<file path="src/rtl/csr_trap_ctrl.sv">
// -----------------------------------------------------------------------------
// csr_trap_ctrl
//
// Sequencing controller for the machine-mode CSR file. It takes one-shot
// requests from decode/execute (ecall trap entry, mret trap return and Zicsr
// read-modify-write) and walks a fixed multi-cycle sequence. In each write
// cycle it drives the matching CSR write enable and write data. When the
// sequence completes it returns the redirect PC and the CSR read result.
//
// Optional feature: define CSR_CTRL_IRQ_EN to let a level machine-timer
// interrupt (irq with mstatus.MIE=1) start a trap sequence from IDLE.
// Without the macro, irq is ignored and no interrupt path is built.
//
// Ports
//   clk, rst        core clock; synchronous active-high reset
//   start           request strobe, sampled only in IDLE
//   is_ecall        request is ecall (highest priority)
//   is_mret         request is mret
//   csr_op          00 none, 01 CSRRW, 10 CSRRS, 11 CSRRC
//   csr_addr        CSR address from the instruction
//   rs1_data        rs1 operand or zero-extended uimm
//   src_zero        rs1 index / uimm is zero; suppresses the RS/RC write
//   pc              PC of the requesting instruction
//   irq             level machine-timer interrupt (CSR_CTRL_IRQ_EN only)
//   mepc_val, mstatus_val, mtvec_val   current CSR values
//   csr_rst         CSR file read result for csr_num
//   csr_num         zero-extended csr_addr, latched at accept
//   *_data, *_wen   CSR write data and write enables
//   busy            high in every non-IDLE state
//   done            one-cycle completion pulse
//   redirect        with done: the core must load next_pc
//   next_pc         target PC, held until the next completion
//   rd_data         old CSR value for CSR ops, held until the next completion
// -----------------------------------------------------------------------------
module csr_trap_ctrl #(
  parameter int XLEN = 64
) (
  input  logic            clk,
  input  logic            rst,
  input  logic            start,
  input  logic            is_ecall,
  input  logic            is_mret,
  input  logic [1:0]      csr_op,
  input  logic [11:0]     csr_addr,
  input  logic [XLEN-1:0] rs1_data,
  input  logic            src_zero,
  input  logic [XLEN-1:0] pc,
  input  logic            irq,
  input  logic [XLEN-1:0] mepc_val,
  input  logic [XLEN-1:0] mstatus_val,
  input  logic [XLEN-1:0] mtvec_val,
  input  logic [XLEN-1:0] csr_rst,
  output logic [XLEN-1:0] csr_num,
  output logic [XLEN-1:0] mepc_data,
  output logic [XLEN-1:0] mstatus_data,
  output logic [XLEN-1:0] mcause_data,
  output logic [XLEN-1:0] mtvec_data,
  output logic            mepc_wen,
  output logic            mstatus_wen,
  output logic            mcause_wen,
  output logic            mtvec_wen,
  output logic            busy,
  output logic            done,
  output logic            redirect,
  output logic [XLEN-1:0] next_pc,
  output logic [XLEN-1:0] rd_data
);

  typedef enum logic [2:0] {
    IDLE   = 3'd0,
    T_SAVE = 3'd1,
    T_STAT = 3'd2,
    R_STAT = 3'd3,
    C_WB   = 3'd4,
    DONE   = 3'd5
  } state_t;

  localparam logic [1:0] OP_RW = 2'b01;
  localparam logic [1:0] OP_RS = 2'b10;
  localparam logic [1:0] OP_RC = 2'b11;

  localparam logic [11:0] A_MSTATUS = 12'h300;
  localparam logic [11:0] A_MTVEC   = 12'h305;
  localparam logic [11:0] A_MEPC    = 12'h341;
  localparam logic [11:0] A_MCAUSE  = 12'h342;

  localparam logic [XLEN-1:0] ECALL_CAUSE = XLEN'(11);
  localparam logic [XLEN-1:0] IRQ_CAUSE   = {1'b1, {(XLEN-4){1'b0}}, 3'b111};

  state_t            r_state;
  state_t            w_state_nxt;
  logic [XLEN-1:0]   r_pc;
  logic [11:0]       r_addr;
  logic [XLEN-1:0]   r_rs1;
  logic              r_src_zero;
  logic [1:0]        r_op;
  logic              r_irq;
  logic              r_redirect;
  logic [XLEN-1:0]   r_next_pc;
  logic [XLEN-1:0]   r_rd_data;

  logic              w_accept;
  logic              w_take_irq;
  logic              w_known;
  logic [XLEN-1:0]   w_old;
  logic [XLEN-1:0]   w_new;
  logic              w_csr_wr;
  logic [XLEN-1:0]   w_mstatus_trap;
  logic [XLEN-1:0]   w_mstatus_ret;

`ifdef CSR_CTRL_IRQ_EN
  // A pending enabled interrupt wins over any simultaneous start.
  assign w_take_irq = (r_state == IDLE) && irq && mstatus_val[3];
  logic w_unused_bits;
  assign w_unused_bits = ^mtvec_val[1:0];
`else
  assign w_take_irq = 1'b0;
  logic w_unused_bits;
  assign w_unused_bits = ^{irq, mtvec_val[1:0]};
`endif

  // A plain start needs at least one op kind, otherwise it is dropped.
  assign w_accept = (r_state == IDLE) && !w_take_irq && start &&
                    (is_ecall || is_mret || (csr_op != 2'b00));

  // ---------------------------------------------------------------------------
  // Next-state logic
  // ---------------------------------------------------------------------------
  always_comb begin
    w_state_nxt = r_state;
    case (r_state)
      IDLE: begin
        if (w_take_irq)            w_state_nxt = T_SAVE;
        else if (w_accept) begin
          if (is_ecall)            w_state_nxt = T_SAVE;
          else if (is_mret)        w_state_nxt = R_STAT;
          else                     w_state_nxt = C_WB;
        end
      end
      T_SAVE:  w_state_nxt = T_STAT;
      T_STAT:  w_state_nxt = DONE;
      R_STAT:  w_state_nxt = DONE;
      C_WB:    w_state_nxt = DONE;
      DONE:    w_state_nxt = IDLE;
      default: w_state_nxt = IDLE;
    endcase
  end

  // ---------------------------------------------------------------------------
  // State and request registers
  // ---------------------------------------------------------------------------
  always_ff @(posedge clk) begin
    if (rst) begin
      r_state    <= IDLE;
      r_addr     <= '0;
      r_irq      <= 1'b0;
      r_redirect <= 1'b0;
      r_next_pc  <= '0;
      r_rd_data  <= '0;
    end else begin
      r_state <= w_state_nxt;
      if (w_accept || w_take_irq) begin
        r_pc       <= pc;
        r_addr     <= csr_addr;
        r_rs1      <= rs1_data;
        r_src_zero <= src_zero;
        r_op       <= csr_op;
        r_irq      <= w_take_irq;
      end
      // Completion results are loaded on the last working cycle so they are
      // stable during DONE and hold afterwards.
      case (r_state)
        T_STAT: begin
          r_next_pc  <= {mtvec_val[XLEN-1:2], 2'b00};
          r_redirect <= 1'b1;
        end
        R_STAT: begin
          r_next_pc  <= mepc_val;
          r_redirect <= 1'b1;
        end
        C_WB: begin
          r_next_pc  <= r_pc + XLEN'(4);
          r_rd_data  <= w_old;
          r_redirect <= 1'b0;
        end
        default: ;
      endcase
    end
  end

  // ---------------------------------------------------------------------------
  // CSR read-modify-write datapath
  // ---------------------------------------------------------------------------
  always_comb begin
    w_known = 1'b0;
    case (r_addr)
      A_MSTATUS, A_MTVEC, A_MEPC, A_MCAUSE: w_known = 1'b1;
      default:                              w_known = 1'b0;
    endcase
  end

  // Unimplemented CSRs read as zero regardless of the read port.
  assign w_old = w_known ? csr_rst : '0;

  always_comb begin
    w_new = w_old;
    case (r_op)
      OP_RW:   w_new = r_rs1;
      OP_RS:   w_new = w_old | r_rs1;
      OP_RC:   w_new = w_old & ~r_rs1;
      default: w_new = w_old;
    endcase
  end

  assign w_csr_wr = (r_state == C_WB) && w_known &&
                    ((r_op == OP_RW) || !r_src_zero);

  // Trap entry: MPIE <= MIE, MIE <= 0, MPP <= M.
  always_comb begin
    w_mstatus_trap        = mstatus_val;
    w_mstatus_trap[7]     = mstatus_val[3];
    w_mstatus_trap[3]     = 1'b0;
    w_mstatus_trap[12:11] = 2'b11;
  end

  // Trap return: MIE <= MPIE, MPIE <= 1, MPP stays M (machine-only core).
  always_comb begin
    w_mstatus_ret        = mstatus_val;
    w_mstatus_ret[3]     = mstatus_val[7];
    w_mstatus_ret[7]     = 1'b1;
    w_mstatus_ret[12:11] = 2'b11;
  end

  // ---------------------------------------------------------------------------
  // Write ports: decoded from the state register. Reset masks them so a reset
  // landing in a write cycle cancels that write; earlier writes are kept.
  // ---------------------------------------------------------------------------
  always_comb begin
    mepc_wen     = 1'b0;
    mstatus_wen  = 1'b0;
    mcause_wen   = 1'b0;
    mtvec_wen    = 1'b0;
    mepc_data    = '0;
    mstatus_data = '0;
    mcause_data  = '0;
    mtvec_data   = '0;
    if (!rst) begin
      case (r_state)
        T_SAVE: begin
          mepc_wen    = 1'b1;
          mepc_data   = r_pc;
          mcause_wen  = 1'b1;
          mcause_data = r_irq ? IRQ_CAUSE : ECALL_CAUSE;
        end
        T_STAT: begin
          mstatus_wen  = 1'b1;
          mstatus_data = w_mstatus_trap;
        end
        R_STAT: begin
          mstatus_wen  = 1'b1;
          mstatus_data = w_mstatus_ret;
        end
        C_WB: begin
          if (w_csr_wr) begin
            case (r_addr)
              A_MSTATUS: begin mstatus_wen = 1'b1; mstatus_data = w_new; end
              A_MTVEC:   begin mtvec_wen   = 1'b1; mtvec_data   = w_new; end
              A_MEPC:    begin mepc_wen    = 1'b1; mepc_data    = w_new; end
              A_MCAUSE:  begin mcause_wen  = 1'b1; mcause_data  = w_new; end
              default: ;
            endcase
          end
        end
        default: ;
      endcase
    end
  end

  assign csr_num  = {{(XLEN-12){1'b0}}, r_addr};
  assign busy     = (r_state != IDLE);
  assign done     = (r_state == DONE);
  assign redirect = (r_state == DONE) && r_redirect;
  assign next_pc  = r_next_pc;
  assign rd_data  = r_rd_data;

endmodule

</file>
<file path="config.mk">
export PLATFORM = sky130hd
export DESIGN_NAME = csr_trap_ctrl
export DESIGN_NICKNAME = d
export VERILOG_FILES = /design/src/rtl/csr_trap_ctrl.sv
export SDC_FILE = /design/constraint.sdc
export NUM_CORES = 1
export LEC_CHECK = 0
export BUFFER_PORTS_ARGS = -buffer_cell sky130_fd_sc_hd__buf_2
export CAP_MARGIN = 20
export CORE_AREA = 10 10 329 331
export DETAILED_ROUTE_END_ITERATION = 10
export DIE_AREA = 0 0 339 341
export MAX_ROUTING_LAYER = met4
export PLACE_DENSITY = 0.45
export SLEW_MARGIN = 20
export SYNTH_ARGS = -nofsm -noshare
export SYNTH_HDL_FRONTEND = slang
export SYNTH_SLANG_ARGS = --single-unit
</file>
<file path="constraint.sdc">
create_clock -name clk -period 11.4 [get_ports clk]
set_clock_uncertainty 0.1 [all_clocks]
set_input_delay 1.14 -clock clk [delete_from_list [all_inputs] [get_ports clk]]
set_output_delay 1.14 -clock clk [all_outputs]
set_load 0.1 [all_outputs]
</file>
; After elaboration in Yosys (flattened, before gate mapping)
; Index checks and enable logic that the tools add are counted.
[op_classes]
n_eq_ne = 13
reduce_logical = 18
bitwise_logic = 4
addsub = 1
mux = 41
[ops]
columns = operator, n
row1 = two-way mux 64 bit, 14
row2 = one-hot mux 64 bit (3 select lines), 3
row3 = one-hot mux 64 bit (2 select lines), 2
row4 = adder 64 x 3 -> 64 bit (second input constant), 1
row5 = bitwise AND 64 bit, 1
row6 = NOT 64 bit, 1
row7 = bitwise OR 64 bit, 1
row8 = == test 12 x 10 -> 1 bit (second input constant), 4
row9 = two-way mux 1 bit, 14
row10 = two-way mux 3 bit, 3
row11 = one-hot mux 3 bit (3 select lines), 1
row12 = one-hot mux 1 bit (2 select lines), 4
row13 = == test 3 x 2 -> 1 bit (second input constant), 2
row14 = == test 3 bit (second input constant), 2
row15 = nonzero test 3 bit, 2
row16 = logical AND 1 bit, 5
row17 = == test 2 bit (second input constant), 2
row18 = nonzero test 2 bit, 2
row19 = OR reduction 4 bit, 1
row20 = == test 3 x 1 -> 1 bit (second input constant), 1
row21 = logical NOT 3 bit, 1
row22 = logical OR 1 bit, 3
row23 = OR reduction 3 bit, 1
row24 = == test 2 x 1 -> 1 bit (second input constant), 1
row25 = other kinds (5), 5
[word_totals]
word_cells = 86
output_inout_bits = 455
input_bits = 405
regBits = 275

; Depth between registers and ports, before layout
[logic_depth]
word_depth = 10
ltp_mapped = 10
mapped_depth_nobuf = 7

; Least setup slack after synthesis
; Ideal clock, no wire load.
[synth_path]
path_kind = in2reg
startpoint = in rst
endpoint = reg r_op[0], enable pin
required_ps = 10518
setup_time_ps = 782
slack_ps = 174
arrival_ps = 10344
cell_stages = 3
n_path_buf = 2
cell_sequence = buf_6 clkbuf_1 nor3_1
[synth_between]
elab_chain_cells = 2
[synth_lines]
columns = element, line
row1 = "start, declared", 39  ; input logic rst,
row2 = NOT 1 bit (no line), n/a
row3 = AND reduction 2 bit (no line), n/a
row4 = "end signal, assigned", 167  ; r_op <= csr_op;
row5 = "end, declared", 96  ; logic [1:0] r_op;
; Every way passes these cells.
; A chain may end at the register's enable or synchronous reset.

; Worst setup path after layout
[layout_path]
startpoint = reg r_state[0]
endpoint = out mstatus_data[44]
[layout_between]
elab_chain_cells = 6
word_cells_on_any_way = 8
cone_classes = eq/ne: 3 / mux: 3 / reduce/logical: 2
[layout_lines]
columns = element, line
row1 = "start, declared", 90  ; state_t r_state;
row2 = "start signal, assigned", 161  ; r_state <= w_state_nxt;
row3 = == test 3 bit, "215, 248"
row4 = logical AND 1 bit (2 in series), 215  ; assign w_csr_wr = (r_state == C_WB) && w_known &&
row5 = two-way mux 64 bit, 264  ; if (w_csr_wr) begin
row6 = one-hot mux 64 bit (3 select lines) (*), 248  ; case (r_state)
row7 = two-way mux 64 bit (*), 247  ; if (!rst) begin
row8 = "end, declared", 55  ; output logic [XLEN-1:0] mstatus_data,
; Every way passes the cells marked *; elsewhere a longest branch is shown, timed or not.

==> run metrics <==
Root Buffer clkbuf_16; Port Buf Inserts 802; Pwr per Cell Area 153 nW/um2; type of origin of the critical path flop; CP delay by family, top compound AO/OA/AOI/OAI gates; WP buf/inv 3; Register Area 6820 um2; IO Pins 860; Post-CTS Setup Inserts 0; worst ir drop on vdd 0.0825 mV; arrival time at the worst endpoint 4.72 ns; Compound-Gate Fraction of Synth Area 17.8%; Initial Util 14.9%; drt drc 0; fillers 11487; clk sinks 275; worst path required time 10.16 ns; Peak Freq 168 MHz; #FFs+latches synth 275; worst skew pair latency 0.58 ns; outcome finished clean; Synth top area share 26.1%; most used cell, CP buf_4; post-synthesis mux area share 4.85%; Crit. End Element output port; footprint of the multi-input gates 7540 um2; CTS tree done; slowest cell delay on critical path 0.81 ns; period utilisation layout 52.3%; Syn-to-layout area delta 43.6%; leakage power 0.00912 uW; Antenna Violating Nets Remaining 0; Rows 117; hold-fix buffers at CTS 0; layout cell share with drive strength beyond 1 36.5%; GP Congestion 0.838; synthesized instance count 1785; detailed-route wire length per cell 25.5 um; via count 16943; All-Layer GR Usage 16.8%; worst path cell trace nor2_1 -> buf_4 -> nand2_4 -> a2111oi_1 -> nand2_1 -> or2_2 -> buf_4 -> o21ai_0 -> buf_2; post-cts resize count 0; Main synth FF type dfxtp_1; first-pass GRT wire length 135000 um; Setup Viol. Count Final 0; Max Cap Viol 0; final WL 100000 um; Initial DRC Count 1157; max_slew headroom 11.8%; die footprint 116000 um2; fraction of the yosys area taken by sequential cells 45.2%; Synth area leader edfxtp_1; die extent in y 341 um; Synth Area per Inst 8.45 um2; vias in the first global route 16952; minimum clock period 5.96 ns; xor/xnor cell area share of the yosys netlist 3.42%; cell area after synthesis 15100 um2; dpl hpwl 79000 um; RSZ-0062 raised after global routing false; Syn. warnings 0; initial antenna violation count 32; core box area 101000 um2; CP Max Fanout 64; largest net degree at the start of global routing 65; setup TNS 0 ns; fin. max-slew vios 0; Clk pin slew, worst setup/hold paths 0.06 ns; Die Wd 339 um; Simple-Gate Fraction of Synth Area 21.7%; final hold violations 0; TritonCTS Buffers 37; worst setup path category flop to output port; global route overflow 0; Post-synth EDFFs 131; Final nets 2920; maximum clock path buffer count 3; Post-Synth Adder-Cell Area 0.0829%; worst slew pin tran 1.32 ns; Synth area leaders edfxtp_1 (26%), dfxtp_1 (19%), o21ai_0 (7.3%), a21oi_1 (5.9%), nand2_1 (5.3%); largest family of logic cells by synthesized area simple AND/OR/NAND/NOR gates; Setup WS pre-CTS 6.07 ns; number of H-tree levels 2; Vias/cell 4.31; unique cell type count in the Yosys netlist 55; Async S/R FF share, synth 0%; Hold Path Class flop to flop; iteration count of the initial detailed-routing pass 5; setup ws final 5.44 ns; CP max stage cell a2111oi_1
[cells in the final DEF, fill, tap and decap left out, types with 4 or more instances in the layout]
| cell type | instances |
|---|---|
| buf_2 | 801 |
| o21ai_0 | 221 |
| nand2_1 | 209 |
| nor2_1 | 208 |
| a21oi_1 | 177 |
| dfxtp_1 | 143 |
| edfxtp_1 | 131 |
| nand3_1 | 87 |
| and4_1 | 74 |
| mux2i_1 | 72 |
| conb_1 | 52 |
| a211oi_1 | 51 |
| buf_4 | 42 |
| xor2_1 | 37 |
| clkbuf_16 | 37 |
| nand4_1 | 23 |
| xnor2_1 | 21 |
| diode_2 | 18 |
| o22ai_1 | 17 |
| and3_1 | 13 |
| clkbuf_1 | 10 |
| clkbuf_8 | 8 |
| nand2b_1 | 7 |
| inv_1 | 7 |
| and2_1 | 7 |
| a221oi_1 | 7 |
| nor3_1 | 6 |
| nor4_1 | 6 |
| nand2_4 | 4 |
| nor4_2 | 4 |
[sequential cells by signal, summed over array words and instances, names as in the netlist]
name / flops
r_redirect: 1
r_addr: 12
r_rs1: 64
next_pc: 64
r_state: 3
r_pc: 64
r_src_zero: 1
rd_data: 64
r_op: 2
[routing by layer]
layer	vias up	GRT usage, %	routed length (um)	part of all wire (%)
met1	8201	21.2	43100	43
met2	829	26.0	46100	46
met5	-	-	0	0
li1	7800	-	-	-
met3	113	4.96	8960	8.9
met4	0	4.21	2080	2.1
[cells in the mapped netlist, drive strengths merged (2+ instances only)]
| master | number |
|---|---|
| o21ai | 221 |
| nand2 | 213 |
| nor2 | 212 |
| a21oi | 178 |
| dfxtp | 144 |
| edfxtp | 131 |
| clkbuf | 128 |
| nand3 | 88 |
| buf | 76 |
| and4 | 74 |
| mux2i | 72 |
| a211oi | 51 |
| xor2 | 38 |
| nand4 | 24 |
| xnor2 | 21 |
| o22ai | 18 |
| and3 | 13 |
| nor4 | 11 |
| a221oi | 8 |
| and2 | 8 |
| inv | 8 |
| nor3 | 8 |
| nand2b | 7 |
| a2111oi | 3 |
| a21boi | 3 |
| or3 | 3 |
| nor4b | 2 |
| o211ai | 2 |
| o21a | 2 |
| or2 | 2 |
| or4 | 2 |
[cell type report]
| type | instances | area share [%] |
|---|---|---|
| Clock buffer | 55 | 4.95 |
| Timing Repair Buffer | 844 | 20.0 |
| Multi-Input combinational cell | 1348 | 34.8 |
| Sequential cell | 275 | 31.5 |
| Tap cell | 1368 | 7.90 |
| Inverter | 8 | 0.139 |
| Clock inverter | 12 | 0.497 |
| Antenna cell | 18 | 0.208 |
[worst paths after layout]
kind | from | to | slack, ns | cells after the start
setup / recovery | r_state[0] | mstatus_data[44] | 5.44 | 9
hold / removal | rd_data[48] | rd_data[48] | 0.35 | 2
setup reg to reg | r_addr[4] | rd_data[0] | 7.20 | 8
hold reg to reg | rd_data[48] | rd_data[48] | 0.35 | 2
[stage by stage]
stage | instance area (um2) | instances | power (uW) | utilization, % | hold WS (ns)
global route | 21600 | 3921 | 3450 | 21.3 | 0.364
detailed placement | 20400 | 3843 | 2190 | 20.1 | 0.340
finish | 21700 | 3928 | 3320 | 21.4 | 0.348
global placement | 20400 | 3843 | 2180 | 20.1 | 0.336
floorplan | 15300 | 1836 | 1880 | - | 0.332
CTS | 21600 | 3910 | 3370 | 21.3 | 0.348
[worst register-to-register path: stages (launching register included)]
cell and delay [ns]:
dfxtp_1 0.31, or3_1 0.61, nand2b_1 0.30, nor2_4 0.39, buf_4 0.57, and2_2 0.70
buf_4 0.59, nand3_1 0.34, a21oi_1 0.21
[power breakdown]
group / total (uW) / switching [uW] / internal, uW
logic: 988 / 802 / 185
registers: 1170 / 64.0 / 1110
clock network: 1160 / 486 / 677
total: 3320 / 1350 / 1970
[cells by family after synthesis]
logic type	Yosys count
AO/OA/AOI/OAI	491
XOR/XNOR	59
adder cells (fa/ha/maj)	1
buffers and inverters	213
flip-flops	275
multiplexers	73
other	1
AND/OR/NAND/NOR	672
(Power assumes the default switching activity.)
